[config.mk]
export PLATFORM = sky130hd
export DESIGN_NAME = fifo_stream_drain_flat
export DESIGN_NICKNAME = d
export VERILOG_FILES = /design/src/rtl/fifo_stream_drain_if.sv /design/src/rtl/fifo_stream_drain.sv /design/src/flat_wrapper.sv
export SDC_FILE = /design/constraint.sdc
export NUM_CORES = 1
export LEC_CHECK = 0
export CAP_MARGIN = 25
export CORE_UTILIZATION = 49
export DETAILED_ROUTE_END_ITERATION = 8
export GPL_TIMING_DRIVEN = 0
export PLACE_DENSITY = 0.8
export SETUP_SLACK_MARGIN = 0.5
export SKIP_CTS_REPAIR_TIMING = 1
export SLEW_MARGIN = 25
export SYNTH_ARGS = -nofsm -noshare
export SYNTH_HDL_FRONTEND = slang
export SYNTH_SLANG_ARGS = --single-unit
[constraint.sdc]
create_clock -name clk -period 4.4 [get_ports clk]
set_clock_uncertainty 0.15 [all_clocks]
set_input_delay 0.44 -clock clk [delete_from_list [all_inputs] [get_ports clk]]
set_output_delay 0.44 -clock clk [all_outputs]
set_load 0.03 [all_outputs]
[src/rtl/fifo_stream_drain_if.sv]
// Bundle of the upstream FIFO pop port and the downstream valid/ready stream.
// Stream handshake: a beat transfers on a rising edge where m_valid && m_ready; once m_valid
// is raised, m_data/m_last hold until that transfer, and m_valid never waits on m_ready.
interface fifo_stream_drain_if #(
    parameter int DATA_WIDTH = 32
);
    logic                  fifo_empty;
    logic [DATA_WIDTH-1:0] fifo_data;
    logic                  fifo_cs;
    logic                  fifo_rd_en;
    logic                  m_valid;
    logic                  m_ready;
    logic [DATA_WIDTH-1:0] m_data;
    logic                  m_last;

    modport master (
        input  fifo_empty,
        input  fifo_data,
        input  m_ready,
        output fifo_cs,
        output fifo_rd_en,
        output m_valid,
        output m_data,
        output m_last
    );

    modport slave (
        output fifo_empty,
        output fifo_data,
        output m_ready,
        input  fifo_cs,
        input  fifo_rd_en,
        input  m_valid,
        input  m_data,
        input  m_last
    );
endinterface

[src/rtl/fifo_stream_drain.sv]
// Drains an upstream FIFO into a packetised valid/ready stream through a 2-entry skid buffer;
// packets of PKT_LEN words are never truncated when enable drops mid-packet.
module fifo_stream_drain #(
    parameter int DATA_WIDTH = 32,
    parameter int PKT_LEN    = 4
) (
    input  logic        clk,
    input  logic        reset,
    input  logic        enable,
    fifo_stream_drain_if.master bus,
    output logic [15:0] pkt_count,
    output logic        busy,
    output logic [1:0]  state_dbg
);
    localparam int IDX_W = $clog2(PKT_LEN);
    localparam logic [IDX_W-1:0] LAST_IDX = IDX_W'(PKT_LEN - 1);

    localparam logic [1:0] S_IDLE   = 2'd0;
    localparam logic [1:0] S_RUN    = 2'd1;
    localparam logic [1:0] S_FINISH = 2'd2;

    logic [1:0]          state;
    logic [1:0]          state_nxt;
    logic [1:0]          occ;
    logic [IDX_W-1:0]    word_idx;
    logic [DATA_WIDTH:0] entry0;
    logic [DATA_WIDTH:0] entry1;
    logic                pop_allowed;
    logic                pop;
    logic                pop_last;
    logic                accept;

    // Popping depends only on state, enable and buffer room, never on m_ready.
    always_comb begin
        pop_allowed = 1'b0;
        case (state)
            S_RUN:    pop_allowed = enable || (word_idx != '0);
            S_FINISH: pop_allowed = 1'b1;
            default:  pop_allowed = 1'b0;
        endcase
        pop      = pop_allowed && !bus.fifo_empty && (occ != 2'd2) && !reset;
        pop_last = (word_idx == LAST_IDX);
        accept   = bus.m_valid && bus.m_ready;
    end

    assign bus.fifo_rd_en = pop;
    assign bus.fifo_cs    = pop;
    assign bus.m_valid    = (occ != 2'd0) && !reset;
    assign bus.m_data     = entry0[DATA_WIDTH-1:0];
    assign bus.m_last     = entry0[DATA_WIDTH];
    assign busy           = ((state != S_IDLE) || (occ != 2'd0)) && !reset;
    assign state_dbg      = state;

    always_comb begin
        state_nxt = state;
        case (state)
            S_IDLE: begin
                if (enable) state_nxt = S_RUN;
            end
            S_RUN: begin
                // A packet already open keeps draining; a pop that closes it ends the run.
                if (!enable) begin
                    if (word_idx == '0 || (pop && pop_last)) state_nxt = S_IDLE;
                    else                                     state_nxt = S_FINISH;
                end
            end
            S_FINISH: begin
                if (pop && pop_last) state_nxt = enable ? S_RUN : S_IDLE;
            end
            default: state_nxt = S_IDLE;
        endcase
    end

    always_ff @(posedge clk) begin
        if (reset) begin
            state     <= S_IDLE;
            occ       <= 2'd0;
            word_idx  <= '0;
            pkt_count <= 16'd0;
        end else begin
            state <= state_nxt;
            if (pop) word_idx <= pop_last ? '0 : word_idx + 1'b1;
            if (accept && bus.m_last) pkt_count <= pkt_count + 16'd1;
            case ({pop, accept})
                2'b10:   occ <= occ + 2'd1;
                2'b01:   occ <= occ - 2'd1;
                default: occ <= occ;
            endcase
        end
    end

    // Buffer payload needs no reset: occ alone decides what is visible.
    always_ff @(posedge clk) begin
        case ({pop, accept})
            2'b10: begin
                if (occ == 2'd0) entry0 <= {pop_last, bus.fifo_data};
                else             entry1 <= {pop_last, bus.fifo_data};
            end
            2'b01: entry0 <= entry1;
            2'b11: begin
                if (occ == 2'd1) begin
                    entry0 <= {pop_last, bus.fifo_data};
                end else begin
                    entry0 <= entry1;
                    entry1 <= {pop_last, bus.fifo_data};
                end
            end
            default: begin
                entry0 <= entry0;
                entry1 <= entry1;
            end
        endcase
    end
endmodule

[src/flat_wrapper.sv]
// flat-port wrapper written by rule: the top's interface ports become plain ports
module fifo_stream_drain_flat 
#(
    parameter int DATA_WIDTH = 32,
    parameter int PKT_LEN    = 4
)
  (clk, reset, enable, pkt_count, busy, state_dbg, bus_fifo_empty, bus_fifo_data, bus_m_ready, bus_fifo_cs, bus_fifo_rd_en, bus_m_valid, bus_m_data, bus_m_last);
  fifo_stream_drain_if #(.DATA_WIDTH(DATA_WIDTH)) bus_i ();
  input  logic clk;
  input  logic reset;
  input  logic enable;
  output logic [15:0] pkt_count;
  output logic busy;
  output logic [1:0] state_dbg;
  input wire logic [$bits(bus_i.fifo_empty)-1:0] bus_fifo_empty;
  input wire logic [$bits(bus_i.fifo_data)-1:0] bus_fifo_data;
  input wire logic [$bits(bus_i.m_ready)-1:0] bus_m_ready;
  output wire logic [$bits(bus_i.fifo_cs)-1:0] bus_fifo_cs;
  output wire logic [$bits(bus_i.fifo_rd_en)-1:0] bus_fifo_rd_en;
  output wire logic [$bits(bus_i.m_valid)-1:0] bus_m_valid;
  output wire logic [$bits(bus_i.m_data)-1:0] bus_m_data;
  output wire logic [$bits(bus_i.m_last)-1:0] bus_m_last;
  assign bus_i.fifo_empty = bus_fifo_empty;
  assign bus_i.fifo_data = bus_fifo_data;
  assign bus_i.m_ready = bus_m_ready;
  assign bus_fifo_cs = bus_i.fifo_cs;
  assign bus_fifo_rd_en = bus_i.fifo_rd_en;
  assign bus_m_valid = bus_i.m_valid;
  assign bus_m_data = bus_i.m_data;
  assign bus_m_last = bus_i.m_last;
  fifo_stream_drain #(.DATA_WIDTH(DATA_WIDTH), .PKT_LEN(PKT_LEN)) u_core (.clk(clk), .reset(reset), .enable(enable), .bus(bus_i), .pkt_count(pkt_count), .busy(busy), .state_dbg(state_dbg));
endmodule
==> results of run 1 <==
-- cells in the final DEF, fill, tap and decap left out, types with 2 or more instances in the layout --
master	netlist	final
nand3_1	7	7
buf_2	3	3
inv_1	13	13
o31ai_1	7	7
nor2_1	13	13
xnor2_1	2	2
or4_1	7	7
dfxtp_1	22	22
and3_1	2	2
clkdlybuf4s50_1	0	91
clkbuf_8	0	9
o21ai_0	7	7
clkbuf_1	4	5
nand2_1	7	7
a22o_1	33	33
a21oi_1	17	15
nand2b_1	2	2
inv_6	0	2
buf_16	0	2
edfxtp_1	66	66
xor2_1	8	8
ha_1	14	14
nand4_1	3	3
a21oi_4	0	2
buf_6	3	3
-- cell type report --
type,instances,area share
plain buffers,12,0.01701
clock inverters,6,0.008629
flip-flops and latches,88,0.4914
repair buffers,93,0.1959
well taps,99,0.02513
clock buffers,10,0.02589
multi-input cells,145,0.2261
inverters,13,0.009898
-- synth_stat cells (2+ instances only) --
library cell,instances
nand2_1,7
ha_1,14
clkbuf_1,4
inv_1,13
a21oi_1,17
dfxtp_1,22
o31ai_1,7
a22o_1,33
edfxtp_1,66
or4_1,7
nand2b_1,2
o21ai_0,7
and3_1,2
nor2_1,13
xor2_1,8
nand4_1,3
buf_6,3
xnor2_1,2
nand3_1,7
buf_2,3
-- stage by stage --
step	power [uW]	setup slack (ns)	util	instance area, um2	hold WS [ns]
floorplan	992.5	0.9659	-	3655	0.3176
global placement	1054	0.5152	0.6500	4690	0.3153
detailed placement	1060	1.102	0.6597	4760	0.3370
CTS	1551	1.227	0.6833	4930	0.3510
global route	1604	1.110	0.6833	4930	0.3780
finish	1539	1.224	0.6833	4930	0.3620
-- worst paths after layout --
path | depth (start not counted) | to
worst min register to register | 2 | u_core.word_idx[0]
worst max register to register | 9 | u_core.entry1[24]
worst max-delay path | 7 | bus_fifo_rd_en
worst min-delay path | 2 | u_core.word_idx[0]
-- power groups by stage --
stage | sequential [uW] | clock [uW] | combinational (uW)
3_5_place_dp | 927 | 0 | 133
6_report | 907 | 498 | 134
3_3_place_gp | 926 | 0 | 128
5_1_grt | 908 | 552 | 144
2_1_floorplan | 939 | 0 | 53.3
4_1_cts | 907 | 509 | 134
-- registers in the layout, indices dropped and copies added (netlist names) --
signal / cells
u_core.entry0: 33
u_core.word_idx: 2
u_core.occ: 2
u_core.entry1: 33
u_core.state_dbg: 2
u_core.pkt_count: 16
-- routing by layer --
metal / routed length (um) / track usage
met3: 451 / 0.06437
met5: 0 / 0
met2: 3301 / 0.2930
met1: 3241 / 0.2503
met4: 81 / 0.05718
-- worst max-delay path, delay by kind of cell (launching register included) --
family / cells / cell delay [ns]
fa+ha+maj: 1 / 0.31
buf+inv: 4 / 1.04
flops: 1 / 0.44
simple gates: 2 / 0.45
-- logic make-up after synthesis --
| group | count (synthesis) | synth area share |
|---|---|---|
| AOI/OAI and AO/OA | 66 | 0.1307 |
| xor gates and xnor gates | 10 | 0.02402 |
| adders and majority gates | 14 | 0.04803 |
| buffers and inverters | 25 | 0.03636 |
| DFF | 88 | 0.6642 |
| muxes | 1 | 0.003087 |
| and+or+nand+nor | 54 | 0.09366 |
==> impl_metrics.toml, run 1 <==
[timing]
finalCriticalPeriod_ns = 3.176
hold_viol = 0
setup_viol = 0
report.final.slew_viol_count = 0
relSlewSlack = 0.6835
rsz0062_at_grt = "false"
fin_setup_tns_ns = 0
fmax_ghz = 0.3148
finalCritPeriodShare = 0.7219
worstMarginPinSlew_ns = 0.4737

[placed_design]
dpl.hpwl_um = 4941
port_buffers = 91
gp_congestion = 0.8323
dp_cells = 450

[routing]
ant_nets = 0
drt-wirelength-per-cell_um = 15.18
firstDrtPassIters = 4
drc = 0
drt-initial-drc-count = 91
routed-via-count = 2469
wirelength_um = 7076
vias_per_cell = 5.298

[setup_path]
crit_top_cell = "inv_1"
startpoint = "u_core.state_dbg[0]"
reg2reg_from = "u_core.state_dbg[0]"
cp-start-kind = "register"
worstPathArrival_ns = 2.59
cp_cell_sequence = "inv_1 -> ha_1 -> nor4b_2 -> nand2b_1 -> inv_1 -> buf_4 -> clkdlybuf4s50_1"
regToRegSetupSlack_ns = 1.41
slowest_stage = "clkdlybuf4s50_1"
end_kind = "output pin"
cpPeakStageDelay_ns = 0.65
worst-path-max-fanout = 5
cp_data_required_time_ns = 3.81
timing_worst_setup_path_type = "register to output pin"

[floorplanning]
die_h_um = 88.28
die_area_mm2 = 0.007792
fp.coreArea_mm2 = 0.007214
start_util = 0.5055
die_x_um = 88.28
io_pins = 92
rows = 31

[power]
p_clk_frac = 0.323
p_sw_frac = 0.2316
p_per_area_mw_per_mm2 = 312.2
p_switching_uw = 356.6
leakagePower_uw = 0.001675
internal_power_uw = 1183
vdd_drop_max_uv = 202.0
pwr-share-seq = 0.589
comb_power_share = 0.087

[clock_tree]
cts.sinks = 88
cts_buffer_depth = 2
cts_buffers = 9
htreeDepth = 3
path_clk_slew_ns = 0.09
insertion_delay_ns = 0.35
cts_root_buf = "clkbuf_8"
cts_tree = "built"

[finish]
seq_area_mm2 = 0.002422
antenna_cells = 0
multi_input_area_mm2 = 0.001115
nNetsFinal = 413
area_delta_synth_final_pct = 35.16
stdcell_count = 466
drive_above_1_share = 0.08447
n_fill_cell = 538

[outcome]
status = "finished, final reports clean"

[logic_synthesis]
synth_area_mm2 = 0.003647
synth_top_area_frac = 0.5434
synthFlopType = "edfxtp_1"
seq_area_frac_synth = 0.6642
synthArstFlopShare = 0
synth_area_leaders = "edfxtp_1, dfxtp_1, a22o_1"
synthCells = 258
synth_edf_count = 66
yosysWarnings = 0
yosys.area.top_type = "edfxtp_1"
synth_nets = 309
synth_area_per_cell_um2 = 14.14
synth_seq_cells = 88
synthDistinctLibCells = 38

[grt]
grt_overflow = 0
grt_pass1_wl_um = 10760
grt_max_degree = 23
grt_antenna_before_repair = 0
gr-usage-all-layers = 0.1879
grt_pass1_vias = 2204

[flow_run]
cap_violations = 0

[hold_path]
min_from = "u_core.word_idx[0]"
min_path_type = "register to register"
Power figures use the tool's default switching activity.
==> run 2: changes to the inputs <==
- clock period: 4.4 -> 3 ns (I/O delays scaled with it)
==> run 2 against run 1 <==
Non-clock buffer count up 14; clock power up 70%; total power up 56%; highest routed layer unchanged; critical path type is now register to register; worst setup slack worse by 0.68 ns; count of clock-buffer cells in the layout down 1; sequential cell count unchanged; core utilization up 4.2 points.
==> impl_metrics.toml, run 2 (same netlist as run 1, synthesis figures left out) <==
[grt]
grt_pass1_wl_um = 11430
gr-usage-all-layers = 0.1961
grt_antenna_before_repair = 0
grt_pass1_vias = 2389
grt_overflow = 0
grt_max_degree = 34

[timing]
fmax_ghz = 0.4064
worstMarginPinSlew_ns = 0.3919
report.final.slew_viol_count = 0
fin_setup_tns_ns = 0
hold_viol = 0
setup_viol = 0
rsz0062_at_grt = "true"
relSlewSlack = 0.7364
setup_ws_ns = 0.5394
finalCritPeriodShare = 0.8202
finalCriticalPeriod_ns = 2.461

[flow_run]
cap_violations = 0

[setup_path]
end_kind = "register"
regToRegSetupSlack_ns = 0.54
worstPathArrival_ns = 2.43
cp_data_required_time_ns = 2.97
timing_worst_setup_path_type = "register to register"
worst-path-max-fanout = 5
cp-start-kind = "register"

[finish]
mostFrequentLayoutCell = "clkdlybuf4s50_1"
seq_area_mm2 = 0.002432
multi_input_area_mm2 = 0.001234
mostFrequentLayoutCells = "clkdlybuf4s50_1, edfxtp_1, a22o_1"
nNetsFinal = 428
design_area_mm2 = 0.005235
n_fill_cell = 490
drive_above_1_share = 0.1911
antenna_cells = 0
area_delta_synth_final_pct = 43.53
top_regs = "u_core.entry0: 33 flops, u_core.entry1: 33 flops, u_core.pkt_count: 16 flops"
stdcell_count = 481
fin_util = 0.7256

[power]
internal_power_uw = 1847
vdd_drop_max_uv = 225.0
p_switching_uw = 554.8
pwr-share-seq = 0.554
leakagePower_uw = 0.001832
comb_power_share = 0.094
p_clk_frac = 0.352
p_per_area_mw_per_mm2 = 458.8
p_sw_frac = 0.2310

[floorplanning]
start_util = 0.5055
die_area_mm2 = 0.007792
fp.coreArea_mm2 = 0.007214
rows = 31
die_h_um = 88.28
die_x_um = 88.28
io_pins = 92

[clock_tree]
cts_root_buf = "clkbuf_8"
htreeDepth = 3
cts.sinks = 88
path_clk_slew_ns = 0.10
cts_tree = "built"
cts_buffers = 9
insertion_delay_ns = 0.35
cts_buffer_depth = 2

[routing]
vias_per_cell = 5.403
ant_nets = 0
wirelength_um = 8023
drt-wirelength-per-cell_um = 16.68
firstDrtPassIters = 4
drc = 0
routed-via-count = 2599
drt-initial-drc-count = 118

[placed_design]
dpl.hpwl_um = 5175
pre_cts_slack_ns = -0.2409
placed_cell_area_mm2 = 0.004810
dp_cells = 448
gp_congestion = 0.8362
port_buffers = 91

[hold_path]
min_path_type = "register to register"

[outcome]
status = "finished, final reports clean"
run 2: changes by cell type in the layout (fill, tap and decap cells not counted), sizes merged:
cell and delta:
a21oi +1, buf +17, bufinv +1, clkbuf -4
clkdlybuf4s50 -2, clkinv -3, clkinvlp +1, dlymetal6s2s +2
inv +2
run 2: routing by layer:
| metal | vias up | global-route usage | routed length (um) |
|---|---|---|---|
| li1 | 1225 | - | - |
| met1 | 1262 | 0.2579 | 3369 |
| met2 | 97 | 0.3189 | 4018 |
| met3 | 15 | 0.03918 | 483 |
| met4 | 0 | 0.08358 | 151 |
| met5 | - | 0 | 0 |
run 2: path summary, 6_finish.rpt:
kind,from,endpoint,cells past startpoint
worst max-delay path,u_core.occ[0],u_core.entry0[0],11
worst min-delay path,u_core.pkt_count[15],u_core.pkt_count[15],2
worst max register to register,u_core.occ[0],u_core.entry0[0],11
worst min register to register,u_core.pkt_count[15],u_core.pkt_count[15],2
run 2: cell type report:
cell class              instances  area share
inverters                      13     0.01171
well taps                      99     0.02366
clock buffers                   9     0.02366
multi-input cells             146      0.2357
repair buffers                107      0.2065
plain buffers                  12     0.01840
flip-flops and latches         88      0.4646
clock inverters                 7     0.01577
run 2: metrics by stage:
stage	total power, uW	hold WS [ns]
floorplan	1470	0.2489
global placement	1561	0.3112
detailed placement	1567	0.3273
CTS	2395	0.3407
global route	2485	0.3749
finish	2402	0.3428
run 2: power groups by stage:
stage | sequential (uW) | combinational [uW] | clock [uW]
6_report | 1330 | 227 | 845
5_1_grt | 1330 | 244 | 910
4_1_cts | 1330 | 210 | 854
3_5_place_dp | 1360 | 207 | 0
3_3_place_gp | 1360 | 202 | 0
2_1_floorplan | 1380 | 91.1 | 0
run 2: critical path, cell delays in order (launching register included):
cell and delay [ns]:
dfxtp_2 0.34, inv_2 0.05, ha_1 0.23, nor4b_4 0.36, nand2b_4 0.11, buf_4 0.15
ha_2 0.20, a21oi_2 0.12, nor2_2 0.08, buf_4 0.14, buf_4 0.12, a22o_1 0.17
==> run 3: changes to the inputs <==
- clock period: 3 -> 2.5 ns (I/O delays scaled with it)
==> run 3 against run 2 <==
Non-clock buffer count rose by 18; maximum frequency rose by 3.9%; global-route usage fell by 0.25 points; first-iteration DRC count rose by 5.1%; core utilization rose by 5.5 points; total power rose by 26%; sequential cell count did not move; highest routed layer unchanged.
==> impl_metrics.toml, run 3 (same netlist as run 1, synthesis figures left out) <==
[outcome]
status = "finished, final reports clean"

[timing]
report.final.slew_viol_count = 0
worstMarginPinSlew_ns = 0.4230
rsz0062_at_grt = "true"
finalCriticalPeriod_ns = 2.368
relSlewSlack = 0.7175
finalCritPeriodShare = 0.9470
fmax_ghz = 0.4224
hold_viol = 0
setup_viol = 0

[placed_design]
gp_congestion = 0.7433
placed_cell_area_mm2 = 0.004831
dpl.hpwl_um = 5094
port_buffers = 91

[setup_path]
end_kind = "register"
cpPeakStageDelay_ns = 0.38
cp_cell_sequence = "inv_4 -> ha_4 -> nor4b_4 -> nand2b_4 -> inv_8 -> ha_4 -> o21ai_4 -> a21oi_4 -> buf_12 -> clkbuf_16"
worstPathArrival_ns = 2.29
cp_data_required_time_ns = 2.42
regToRegSetupSlack_ns = 0.13
crit_top_cell = "ha_4"
timing_worst_setup_path_type = "register to register"
cp-start-kind = "register"
rr_endpoint = "u_core.entry1[15]"
worst-path-max-fanout = 8
critical_path_buf_inv_count = 4
reg2reg_depth = 10
cpLargestDelayFamily = "simple AND/OR/NAND/NOR gates"
reg2reg_from = "u_core.state_dbg[0]"
slowest_stage = "dfxtp_4"
startpoint = "u_core.state_dbg[0]"

[finish]
fin_util = 0.7804
nNetsFinal = 445
area_delta_synth_final_pct = 54.37
n_fill_cell = 457
top_regs = "u_core.entry0: 33 flops, u_core.entry1: 33 flops, u_core.pkt_count: 16 flops"
antenna_cells = 0
mostFrequentLayoutCell = "clkdlybuf4s50_1"
mostFrequentLayoutCells = "clkdlybuf4s50_1, edfxtp_1, a22o_1"
multi_input_area_mm2 = 0.001339
seq_area_mm2 = 0.002436
drive_above_1_share = 0.2732
design_area_mm2 = 0.005630

[clock_tree]
path_clk_slew_ns = 0.09
insertion_delay_ns = 0.35
htreeDepth = 3
cts.sinks = 88
cts_buffer_depth = 2
cts_tree = "built"
cts_buffers = 9
cts_root_buf = "clkbuf_8"

[floorplanning]
fp.coreArea_mm2 = 0.007214
die_area_mm2 = 0.007792
die_x_um = 88.28
die_h_um = 88.28
io_pins = 92
start_util = 0.5055
rows = 31

[routing]
vias_per_cell = 5.398
firstDrtPassIters = 4
wirelength_um = 8784
drc = 0
routed-via-count = 2688
drt-wirelength-per-cell_um = 17.64
ant_nets = 0
drt-initial-drc-count = 124

[grt]
gr-usage-all-layers = 0.1935
grt_overflow = 0
grt_antenna_before_repair = 0
use_met3 = 0.03638
met2_usage = 0.3119
use_met1 = 0.2554
grt_pass1_wl_um = 11260
grt_max_degree = 34
grt_busiest_layer = "met2"
grt_pass1_vias = 2344

[hold_path]
min_to = "u_core.entry1[22]"
min_path_type = "input pin to register"
hold_path_depth = 1
min_from = "bus_fifo_data[22]"

[power]
vdd_drop_max_uv = 325.5
p_per_area_mw_per_mm2 = 535.6
leakagePower_uw = 0.002016

[flow_run]
cap_violations = 0
[run 3: final cells by class]
cell class                      instances  area share
Buffer                                 12     0.02289
Clock buffer                            9     0.02200
Clock inverter                          7     0.01800
Inverter                               13     0.01133
Multi-Input combinational cell        145      0.2378
Sequential cell                        88      0.4327
Tap cell                               99     0.02200
Timing Repair Buffer                  125      0.2333
[run 3: stage by stage]
stage / total power, uW / hold WS, ns / instances / setup TNS [ns] / worst slack, ns
after floorplan: 1765 / 0.1989 / 258 / -2.011 / -0.06094
after global placement: 1875 / 0.3130 / 448 / -43.38 / -0.6402
after detailed placement: 1881 / 0.3308 / 448 / -47.15 / -0.6780
after CTS: 2964 / 0.3215 / 464 / -26.53 / -0.4553
after global routing: 3096 / 0.3354 / 498 / 0 / 0.02635
final: 3016 / 0.3420 / 498 / 0 / 0.1324
[run 3: worst reg2reg max path: stages, from the launching register on]
cell       delay [ns]
dfxtp_4          0.38
inv_4            0.04
ha_4             0.25
nor4b_4          0.31
nand2b_4         0.14
inv_8            0.09
ha_4             0.19
o21ai_4          0.07
a21oi_4          0.14
buf_12           0.16
clkbuf_16        0.15
[run 3: where the power goes]
part / internal (uW) / switching (uW) / leakage, uW
sequential: 1590 / 10.5 / 0.000778
combinational: 174 / 135 / 0.00112
clock: 576 / 533 / 0.000114
[run 3: per-layer routing]
metal / vias up / share of wire / wire length (um)
met5: - / 0 / 0
met4: 0 / 0.023 / 203
met3: 19 / 0.058 / 509
met2: 100 / 0.50 / 4384
met1: 1308 / 0.42 / 3686
li1: 1261 / - / -
[run 3: worst max-delay path by stage]
stage / end / depth (start not counted)
floorplan: u_core.entry1[0] / 8
global placement: u_core.entry1[9] / 8
detailed placement: u_core.entry1[17] / 8
CTS: u_core.entry1[6] / 8
global route: u_core.entry0[25] / 10
finish: u_core.entry1[15] / 10
